[src/rtl/arinc429_pkg.sv]
// Shared constants, FSM state type and half-bit period helper for the ARINC 429 transmitter.
package arinc429_pkg;

   localparam int unsigned WORD_W = 32;
   localparam int unsigned HALF_W = 16;

   localparam logic [1:0] SPEED_OFF  = 2'b00;
   localparam logic [1:0] SPEED_12K5 = 2'b01;
   localparam logic [1:0] SPEED_50K  = 2'b10;
   localparam logic [1:0] SPEED_100K = 2'b11;

   typedef enum logic [1:0] {
      ST_IDLE,
      ST_BIT_HI,
      ST_BIT_LO,
      ST_GAP
   } state_e;

   // Clocks per half bit; zero for the OFF setting, which never starts a word.
   function automatic logic [HALF_W-1:0] half_period(input logic [1:0] speed,
                                                     input int unsigned clk_hz);
      int unsigned rate;
      case (speed)
         SPEED_12K5: rate = 32'd12500;
         SPEED_50K:  rate = 32'd50000;
         SPEED_100K: rate = 32'd100000;
         default:    rate = 32'd0;
      endcase
      if (rate == 32'd0) return '0;
      return HALF_W'(clk_hz / (32'd2 * rate));
   endfunction

endpackage

[src/rtl/arinc429_tx_if.sv]
// Avalon-ST sink bundle feeding the ARINC 429 transmitter.
interface arinc429_tx_if;

   logic                              i_snk_tx_valid;
   logic [arinc429_pkg::WORD_W-1:0]   i_snk_tx_data;
   logic                              o_snk_tx_ready;

   modport master (
      output i_snk_tx_valid,
      output i_snk_tx_data,
      input  o_snk_tx_ready
   );

   modport slave (
      input  i_snk_tx_valid,
      input  i_snk_tx_data,
      output o_snk_tx_ready
   );

endinterface

[src/rtl/arinc429_bit_timer.sv]
// Half-bit tick generator: HALF is captured on load, the counter runs only while enabled.
module arinc429_bit_timer
   import arinc429_pkg::*;
(
   input  logic              clk,
   input  logic              rst,
   input  logic              i_load,
   input  logic              i_en,
   input  logic [HALF_W-1:0] i_half,
   output logic              o_tick,
   output logic              o_pre_tick
);

   logic [HALF_W-1:0] cnt_q, cnt_d;
   logic [HALF_W-1:0] half_q, half_d;

   assign o_tick     = i_en && (cnt_q == half_q - HALF_W'(1));
   // One cycle ahead of o_tick, used where an output must be registered in time.
   assign o_pre_tick = i_en && (cnt_q == half_q - HALF_W'(2));

   always_comb begin
      half_d = i_load ? i_half : half_q;
      cnt_d  = cnt_q;
      if (i_load || !i_en) begin
         cnt_d = '0;
      end else if (o_tick) begin
         cnt_d = '0;
      end else begin
         cnt_d = cnt_q + HALF_W'(1);
      end
   end

   always_ff @(posedge clk or posedge rst) begin
      if (rst) begin
         cnt_q  <= '0;
         half_q <= '0;
      end else begin
         cnt_q  <= cnt_d;
         half_q <= half_d;
      end
   end

endmodule

[src/rtl/arinc429_tx.sv]
// ARINC 429 transmitter: Avalon-ST words serialised onto the bipolar RZ A/B line pair.
// Optional ARINC429_TX_PARITY_GEN_EN replaces bit 31 with odd parity over bits 30:0.
module arinc429_tx
   import arinc429_pkg::*;
#(
   parameter int unsigned IN_AVS_CLK = 32'd50000000,
   parameter int unsigned GAP_BITS   = 4
) (
   input  logic           i_avs_clk,
   input  logic           i_avs_rst,
   arinc429_tx_if.slave   snk,
   input  logic [1:0]     i_arinc429_speed,
   output logic           o_arinc429_tx_A,
   output logic           o_arinc429_tx_B,
   output logic           o_arinc429_tx_busy,
   output logic           o_arinc429_tx_done
);

   localparam int unsigned GAP_TICKS = 2 * GAP_BITS;
   localparam int unsigned GAP_W     = $clog2(GAP_TICKS);
   localparam int unsigned BIT_W     = $clog2(WORD_W);

   state_e              state_q, state_d;
   logic [WORD_W-1:0]   shreg_q, shreg_d;
   logic [BIT_W-1:0]    bit_cnt_q, bit_cnt_d;
   logic [GAP_W-1:0]    gap_cnt_q, gap_cnt_d;
   logic                a_q, a_d, b_q, b_d;
   logic                busy_q, busy_d, ready_q, ready_d, done_q, done_d;
   logic                accept, tick, pre_tick;
   logic [WORD_W-1:0]   word_in;
   logic [HALF_W-1:0]   half_sel;

   assign accept   = (state_q == ST_IDLE) && ready_q && snk.i_snk_tx_valid
                     && (i_arinc429_speed != SPEED_OFF);
   assign half_sel = half_period(i_arinc429_speed, IN_AVS_CLK);

`ifdef ARINC429_TX_PARITY_GEN_EN
   assign word_in = {~^snk.i_snk_tx_data[WORD_W-2:0], snk.i_snk_tx_data[WORD_W-2:0]};
`else
   assign word_in = snk.i_snk_tx_data;
`endif

   arinc429_bit_timer u_bit_timer (
      .clk        (i_avs_clk),
      .rst        (i_avs_rst),
      .i_load     (accept),
      .i_en       (state_q != ST_IDLE),
      .i_half     (half_sel),
      .o_tick     (tick),
      .o_pre_tick (pre_tick)
   );

   always_ff @(posedge i_avs_clk or posedge i_avs_rst) begin
      if (i_avs_rst) begin
         state_q   <= ST_IDLE;
         shreg_q   <= '0;
         bit_cnt_q <= '0;
         gap_cnt_q <= '0;
         a_q       <= 1'b0;
         b_q       <= 1'b0;
         busy_q    <= 1'b0;
         ready_q   <= 1'b0;
         done_q    <= 1'b0;
      end else begin
         state_q   <= state_d;
         shreg_q   <= shreg_d;
         bit_cnt_q <= bit_cnt_d;
         gap_cnt_q <= gap_cnt_d;
         a_q       <= a_d;
         b_q       <= b_d;
         busy_q    <= busy_d;
         ready_q   <= ready_d;
         done_q    <= done_d;
      end
   end

   // The gap ends one clock before its last tick so the registered ready is up on the
   // first IDLE cycle and the word period stays exactly (32 + GAP_BITS) bit times.
   always_comb begin
      state_d   = state_q;
      shreg_d   = shreg_q;
      bit_cnt_d = bit_cnt_q;
      gap_cnt_d = gap_cnt_q;
      case (state_q)
         ST_IDLE: begin
            if (accept) begin
               shreg_d   = word_in;
               bit_cnt_d = '0;
               state_d   = ST_BIT_HI;
            end
         end
         ST_BIT_HI: begin
            if (tick) state_d = ST_BIT_LO;
         end
         ST_BIT_LO: begin
            if (tick) begin
               shreg_d   = shreg_q >> 1;
               bit_cnt_d = bit_cnt_q + BIT_W'(1);
               if (bit_cnt_q == '1) begin
                  gap_cnt_d = '0;
                  state_d   = ST_GAP;
               end else begin
                  state_d = ST_BIT_HI;
               end
            end
         end
         ST_GAP: begin
            if (tick) gap_cnt_d = gap_cnt_q + GAP_W'(1);
            if (pre_tick && (gap_cnt_q == GAP_W'(GAP_TICKS - 1))) state_d = ST_IDLE;
         end
         default: state_d = ST_IDLE;
      endcase
   end

   always_comb begin
      a_d     = (state_d == ST_BIT_HI) && shreg_d[0];
      b_d     = (state_d == ST_BIT_HI) && !shreg_d[0];
      busy_d  = (state_d != ST_IDLE);
      ready_d = (state_d == ST_IDLE) && (i_arinc429_speed != SPEED_OFF);
      done_d  = (state_q == ST_BIT_LO) && (bit_cnt_q == '1) && pre_tick;
   end

   assign o_arinc429_tx_A    = a_q;
   assign o_arinc429_tx_B    = b_q;
   assign o_arinc429_tx_busy = busy_q;
   assign o_arinc429_tx_done = done_q;
   assign snk.o_snk_tx_ready = ready_q;

endmodule

[src/flat_wrapper.sv]
// flat-port wrapper written by rule: the top's interface ports become plain ports
module arinc429_tx_flat import arinc429_pkg::*;
#(
   parameter int unsigned IN_AVS_CLK = 32'd50000000,
   parameter int unsigned GAP_BITS   = 4
)
  (i_avs_clk, i_avs_rst, i_arinc429_speed, o_arinc429_tx_A, o_arinc429_tx_B, o_arinc429_tx_busy, o_arinc429_tx_done, snk_i_snk_tx_valid, snk_i_snk_tx_data, snk_o_snk_tx_ready);
  arinc429_tx_if snk_i ();
  input  logic i_avs_clk;
  input  logic i_avs_rst;
  input  logic [1:0] i_arinc429_speed;
  output logic o_arinc429_tx_A;
  output logic o_arinc429_tx_B;
  output logic o_arinc429_tx_busy;
  output logic o_arinc429_tx_done;
  input wire logic [$bits(snk_i.i_snk_tx_valid)-1:0] snk_i_snk_tx_valid;
  input wire logic [$bits(snk_i.i_snk_tx_data)-1:0] snk_i_snk_tx_data;
  output wire logic [$bits(snk_i.o_snk_tx_ready)-1:0] snk_o_snk_tx_ready;
  assign snk_i.i_snk_tx_valid = snk_i_snk_tx_valid;
  assign snk_i.i_snk_tx_data = snk_i_snk_tx_data;
  assign snk_o_snk_tx_ready = snk_i.o_snk_tx_ready;
  arinc429_tx #(.IN_AVS_CLK(IN_AVS_CLK), .GAP_BITS(GAP_BITS)) u_core (.i_avs_clk(i_avs_clk), .i_avs_rst(i_avs_rst), .snk(snk_i), .i_arinc429_speed(i_arinc429_speed), .o_arinc429_tx_A(o_arinc429_tx_A), .o_arinc429_tx_B(o_arinc429_tx_B), .o_arinc429_tx_busy(o_arinc429_tx_busy), .o_arinc429_tx_done(o_arinc429_tx_done));
endmodule
[config.mk]
export PLATFORM = sky130hd
export DESIGN_NAME = arinc429_tx_flat
export DESIGN_NICKNAME = d
export VERILOG_FILES = /design/src/rtl/arinc429_pkg.sv /design/src/rtl/arinc429_tx_if.sv /design/src/rtl/arinc429_bit_timer.sv /design/src/rtl/arinc429_tx.sv /design/src/flat_wrapper.sv
export SDC_FILE = /design/constraint.sdc
export NUM_CORES = 1
export LEC_CHECK = 0
export CORE_MARGIN = 2
export CORE_UTILIZATION = 40
export DETAILED_ROUTE_END_ITERATION = 6
export PLACE_DENSITY = 0.61
export SYNTH_ARGS = -nofsm -noshare
export SYNTH_HDL_FRONTEND = slang
export SYNTH_SLANG_ARGS = --single-unit
[constraint.sdc]
create_clock -name i_avs_clk -period 4.6 [get_ports i_avs_clk]
set_input_delay 0.69 -clock i_avs_clk [delete_from_list [all_inputs] [get_ports i_avs_clk]]
set_output_delay 0.69 -clock i_avs_clk [all_outputs]
set_load 0.02 [all_outputs]
---- Yosys cells after proc, flatten, opt, wreduce, memory -nomap -nowiden ----
Cells that the tools add are included.
W data, S select, Z words.
cells by class
  divide/modulo/power cells ............... 1
  multipliers ............................. 0
  add/subtract/negate cells ............... 5
  $lt $le $gt $ge ......................... 0
  bitwise gates (word level) .............. 0
  mux-type cells .......................... 22
  equal/unequal tests ..................... 15
  reductions and logical operators ........ 24
  shift-type cells ........................ 0
operators with widths
  cell                      number
  $mux W16                  4
  $mux W32                  2
  $pmux W32 S2              1
  $pmux W17 S3              1
  $div A26 B32 Y32 const A  1
  $eq A16 B16 Y1            2
  $logic_not A32 Y1         1
  $add A16 B1 Y16 const B   1
  $sub A16 B1 Y16 const B   1
  $sub A16 B2 Y16 const B   1
  $logic_and A1 B1 Y1       11
  $mux W2                   5
  $mux W5                   2
  $pmux W5 S2               1
  $reduce_bool A2 Y1        5
  $mux W3                   3
  $eq A2 B2 Y1 const B      4
  $pmux W2 S4               1
  $eq A2 B1 Y1 const B      3
  $ne A2 B1 Y1 const B      3
  $pmux W3 S2               1
  $add A5 B1 Y5 const B     1
  $eq A5 B5 Y1 const B      1
  $logic_not A2 Y1          2
  8 further kinds           9
storage, ports and cells
  register bits after elaboration ......... 79
  memory bits (read-only) ................. 0
  word-level logic and storage cells ...... 79
  input bits .............................. 37
  output and inout bits ................... 5
  memories kept ........................... 0
  bits in writable memories ............... 0
  bits in latches ......................... 0

---- Longest topological paths before layout ----
  depth in word-level cells ............... 8
  mapped depth ............................ 14
  gate-level depth less buffers ........... 10

---- By module ----
From an unflattened synthesis, not the netlist that was laid out.
unflattened totals
  cell total of the unflattened synthesis .. 486
  area total of the unflattened synthesis .. 4,581.9 um^2
by module, submodules not included
  module              seq. area each (um^2)  area an instance (um^2)  cells an instance  instances
  arinc429_bit_timer  800.8                  2,341.0                  268                1
  arinc429_tx         1,176.1                2,240.9                  218                1

---- Worst setup path after synthesis ----
OpenSTA, ideal clock, no wires.
  kind .................................... register -> register
  from .................................... register u_core.u_bit_timer.half_q[15]
  to ...................................... register u_core.a_q, in the netlist u_core.o_arinc429_tx_A
  setup time .............................. 0.073 ns
  slack ................................... 1.405 ns
  required time ........................... 4.527 ns
  arrival time ............................ 3.122 ns
  period minus slack after synthesis ...... 3.195 ns
  buffers on the path ..................... 2
  cell stages (with the launch flop) ...... 12
  cell sequence ........................... dfrtp_1 buf_6 clkbuf_1 inv_1 ha_1 mux2_4 o21a_1 or4_4 o311a_1 or3_4 a311o_1 nor2b_1
between the ends
  word-level cells in the longest chain between the ends .. 8
  elaborated cells between the ends (all ways) .. 15
  classes of those cells .................. 2 x add/sub; 3 x eq/ne; 6 x mux; 4 x reduce/logical
ends and longest elaborated chain
  element                 line                      source
  from (decl)             arinc429_bit_timer.sv:15  logic [HALF_W-1:0] half_q, half_d;
  from (signal assigned)  arinc429_bit_timer.sv:39  half_q <= half_d;
  $sub A16 B2 Y16         arinc429_bit_timer.sv:19  assign o_pre_tick = i_en && (cnt_q == half_q - HALF_W'(2));
  $eq A16 B16 Y1          arinc429_bit_timer.sv:19
  $logic_and A1 B1 Y1     arinc429_bit_timer.sv:19
  $logic_and A1 B1 Y1     arinc429_tx.sv:109        if (pre_tick && (gap_cnt_q == GAP_W'(GAP_TICKS - 1))) state_d = ST_IDLE;
  $mux W2                 arinc429_tx.sv:109
  $pmux W2 S4 *           arinc429_tx.sv:84         case (state_q)
  net u_core.state_d[1]   arinc429_tx.sv:23         state_e state_q, state_d;
  $eq A2 B1 Y1 *          arinc429_tx.sv:116        a_d = (state_d == ST_BIT_HI) && shreg_d[0];
  $logic_and A1 B1 Y1 *   arinc429_tx.sv:116
  net u_core.a_d          arinc429_tx.sv:27         logic a_q, a_d, b_q, b_d;
  to (signal assigned)    arinc429_tx.sv:59         a_q <= 1'b0;
  to (signal assigned)    arinc429_tx.sv:69         a_q <= a_d;
  to (decl)               arinc429_tx.sv:27
Mark *: on every way through the listed nets, which the timed path passes. The rest lies on a longest branch. The select of a mux whose other input is x is not followed.
A chain may end at the register's enable or synchronous reset.

---- Worst setup path in the final report ----
  from .................................... register u_core.u_bit_timer.half_q[10]
  to ...................................... register u_core.bit_cnt_q[0]
between the ends
  word-level cells in the longest chain between the ends .. 5
ends and longest elaborated chain
  element                             line                      source
  $sub A16 B1 Y16                     arinc429_bit_timer.sv:17  assign o_tick = i_en && (cnt_q == half_q - HALF_W'(1));
  $eq A16 B16 Y1                      arinc429_bit_timer.sv:17
  $logic_and A1 B1 Y1                 arinc429_bit_timer.sv:17
  $ne A2 B1 Y1 (no source line)       --
  $reduce_and A3 Y1 (no source line)  --
  to (signal assigned)                arinc429_tx.sv:67         bit_cnt_q <= bit_cnt_d;
  to (decl)                           arinc429_tx.sv:25         logic [BIT_W-1:0] bit_cnt_q, bit_cnt_d;
No other way between the ends.

==> out/results.ini <==
[status]
status=complete, no violations

[floorplan]
coreArea_mm2=0.0102
die_h_um=106
dieWidth_um=106
rows=37
dieArea_mm2=0.0112
io_pins=42
start_util_pct=40.7

[power_and_ir_drop]
power.density_mw_per_mm2=546
leakagePower_nw=2.18
peakVddDrop_uv=264

[synth]
ys_seq_elements=70
synth_adder_area_share_pct=4.51
synthMuxAreaShare_pct=1.38
synth_top_family_by_area=simple AND/OR/NAND/NOR gates
async_flop_share_pct=100
synth_compound_area_share_pct=15.8
syn_area_mm2=0.00416
yosysWarningCount=0
synthSimpleGateAreaFrac_pct=24.2
yosys.area_share.xor_xnor_pct=6.92
synth.distinct_cells=69
synthFlopType=dfrtp_1
synth.net_count=509
syn_area_per_cell_um2=9.10
ys_seq_area_share_pct=42.1
synthCells=457
synth-edff-count=0

[route]
postRouteAntennaNets=0
via_per_inst=5.46
wirelength_um=9810
drc=0
drt_iter0_markers=149
dr.pass1.iters=4
drt-wirelength-per-cell_um=15.7
num_vias=3410

[clocking]
numCtsBuffers=9
cts_resized=0
cts_tree=built
clock-sinks=70
root_buffer=clkbuf_8
clkTransAtPathRegs_ns=0.08
postCtsSetupBuffers=0
postCtsHoldBufs=0
htreeDepth=3
cts_buffer_depth=2
worstSkewPairLatency_ns=0.38

[grt]
antenna_found_initial=0
grt_pass1_wl_um=16600
gr-usage-met3_pct=4.05
top_usage_layer=met2
globalRouteTotalUtil_pct=18.9
gr-total-overflow=0
grt_util_met1_pct=25.9
grt_max_degree=47
met2_usage_pct=28.3
grt_pass1_vias=3311

[timing]
maxSlewViolCount=0
finalSetupViolCount=0
max_clock_freq_mhz=257
slew_headroom_pct=18.2
hold-worst-slack_ns=0.484
fin_ws_ns=0.711
tightest_slew_ns=1.22
fin_crit_sh_pct=84.5
hold_viol=0
fin_skew_ns=0.0177
tns_ns=0
rsz0062_at_grt=false
period_minus_slack_ns=3.89

[setup_path]
startpoint_type=register
slowest_delay_ns=0.99
path_cells=nor3_1 -> a31oi_1 -> mux2i_1 -> or4_1 -> nor3_2 -> a31oi_2 -> buf_4 -> mux2_2
worstPathArrival_ns=4.16
crit_slowest_cell=nor3_1
endpoint_kind=register
cp.required_ns=4.87
critPathKind=reg -> reg
crit_path_max_fanout=17

[layout]
diodes=0
nets=535
drive_gt1_share_pct=8.40
syn_to_final_growth_pct=16.5

[place]
dp_slack_ns=0.696
io_buffers=41
place_hpwl_um=6780
place_congestion=0.889

[hold_path]
hold_class=reg -> reg

[job]
cap_violations=0

[final cells by class]
class / count / area, µm²
tap: 136 / 170
sequential: 70 / 1750
inverter: 14 / 52.6
clock buffer: 10 / 128
timing repair buffer: 49 / 470
fill: 999 / 5390
clock inverter: 6 / 71.3
multi-input combinational: 339 / 2200
[sequential cells by signal, indices dropped and copies added (netlist names), 2 cells and up]
signal / cells
u_core.u_bit_timer.cnt_q: 16
u_core.gap_cnt_q: 3
u_core.bit_cnt_q: 5
u_core.u_bit_timer.half_q: 7
u_core.state_q: 2
u_core.shreg_q: 32
[stage by stage]
stage               total power (W)  utilization, %  instances  instance area, µm²
floorplan                   0.00186               -        457                4160
finish                      0.00264            47.4        624                4850
global route                0.00285            47.4        624                4850
detailed placement          0.00214            45.4        608                4650
CTS                         0.00266            47.4        624                4850
global placement            0.00211            45.4        608                4650
[synth_stat cells, types with 2 or more instances]
| master | number | area share, % |
|---|---|---|
| clkbuf_1 | 19 | 1.7 |
| or3_1 | 3 | 0.45 |
| a211o_1 | 5 | 1.1 |
| o211ai_1 | 3 | 0.54 |
| o31a_1 | 2 | 0.42 |
| nand4_1 | 9 | 1.4 |
| nor2_1 | 34 | 3.1 |
| nor3_1 | 3 | 0.36 |
| a41oi_1 | 2 | 0.42 |
| inv_1 | 14 | 1.3 |
| a31oi_1 | 4 | 0.60 |
| nand3_1 | 12 | 1.4 |
| o21ai_0 | 12 | 1.4 |
| buf_2 | 11 | 1.3 |
| ha_1 | 15 | 4.5 |
| and3_1 | 7 | 1.1 |
| nor4_1 | 5 | 0.75 |
| a211oi_1 | 2 | 0.36 |
| a221o_1 | 2 | 0.48 |
| nand2b_1 | 3 | 0.45 |
| buf_6 | 2 | 0.54 |
| o31ai_1 | 2 | 0.36 |
| a32oi_1 | 2 | 0.42 |
| or4_4 | 2 | 0.54 |
| a22oi_1 | 30 | 5.4 |
| a21oi_1 | 4 | 0.48 |
| o21a_1 | 2 | 0.36 |
| nor4bb_1 | 2 | 0.48 |
| nand2_1 | 89 | 8.0 |
| or4_1 | 3 | 0.54 |
| mux2i_1 | 2 | 0.48 |
| and2_1 | 5 | 0.75 |
| xnor2_1 | 15 | 3.2 |
| and4b_1 | 2 | 0.48 |
| a21boi_0 | 2 | 0.36 |
| nor3b_1 | 2 | 0.36 |
| dfrtp_1 | 70 | 42 |
| nor2b_1 | 6 | 0.90 |
| a22o_1 | 2 | 0.42 |
| xor2_1 | 16 | 3.4 |
| mux2_2 | 2 | 0.54 |
[where the power goes]
group	total, W	internal (W)	switching [W]	leakage [nW]
clock	0.000515	0.000254	0.000261	0.0931
combinational	0.00108	0.000486	0.000595	1.18
sequential	0.00105	0.000822	0.000226	0.903
[layer usage]
layer  vias to the layer above  wire, µm
met1                      1652      4650
li1                       1658         -
met3                        17       518
met5                         -         0
met4                         0       260
met2                        83      4380
[logic make-up (layout without fill, tap and decap cells)]
group                    count (synthesis)  count (layout)
AND/OR/NAND/NOR                        200             200
adder cells (fa/ha/maj)                 15              15
AO/OA/AOI/OAI                           87              87
XOR/XNOR                                32              32
buffers and inverters                   48              79
multiplexers                             5               5
flip-flops                              70              70
[worst paths after layout]
kind / slack [ns] / to / start / cells past startpoint
max in group asynchronous: 2.81 / u_core.shreg_q[10] / i_avs_rst / 3
worst min register to register: 0.48 / u_core.shreg_q[12] / u_core.shreg_q[12] / 2
worst min-delay path: 0.48 / u_core.shreg_q[12] / u_core.shreg_q[12] / 2
worst max register to register: 0.71 / u_core.bit_cnt_q[0] / u_core.u_bit_timer.half_q[10] / 8
worst max-delay path: 0.71 / u_core.bit_cnt_q[0] / u_core.u_bit_timer.half_q[10] / 8
min in group asynchronous: 0.87 / u_core.u_bit_timer.cnt_q[0] / i_avs_rst / 2
[critical path, delay by kind of cell, from the launching register on]
kind / cells / cell delay, ns
buf+inv: 1 / 0.33
mux: 2 / 0.47
flops: 1 / 0.53
simple gates: 3 / 1.84
compound gates: 2 / 0.60
[cell usage in the layout (no fill, tap or decap), types with 4 or more instances in the layout]
cell	netlist	routed
nand4_1	9	9
clkbuf_8	0	9
dfrtp_1	70	70
and3_1	7	7
xor2_1	16	16
xnor2_1	15	15
a21oi_1	4	4
a22oi_1	30	30
inv_1	14	13
nand3_1	12	12
a211o_1	5	5
buf_4	1	8
nor4_1	5	5
and2_1	5	5
nand2_1	89	89
nor2b_1	6	6
nor2_1	34	34
o21ai_0	12	12
ha_1	15	15
clkdlybuf4s50_1	0	41
Power figures use the tool's default switching activity.
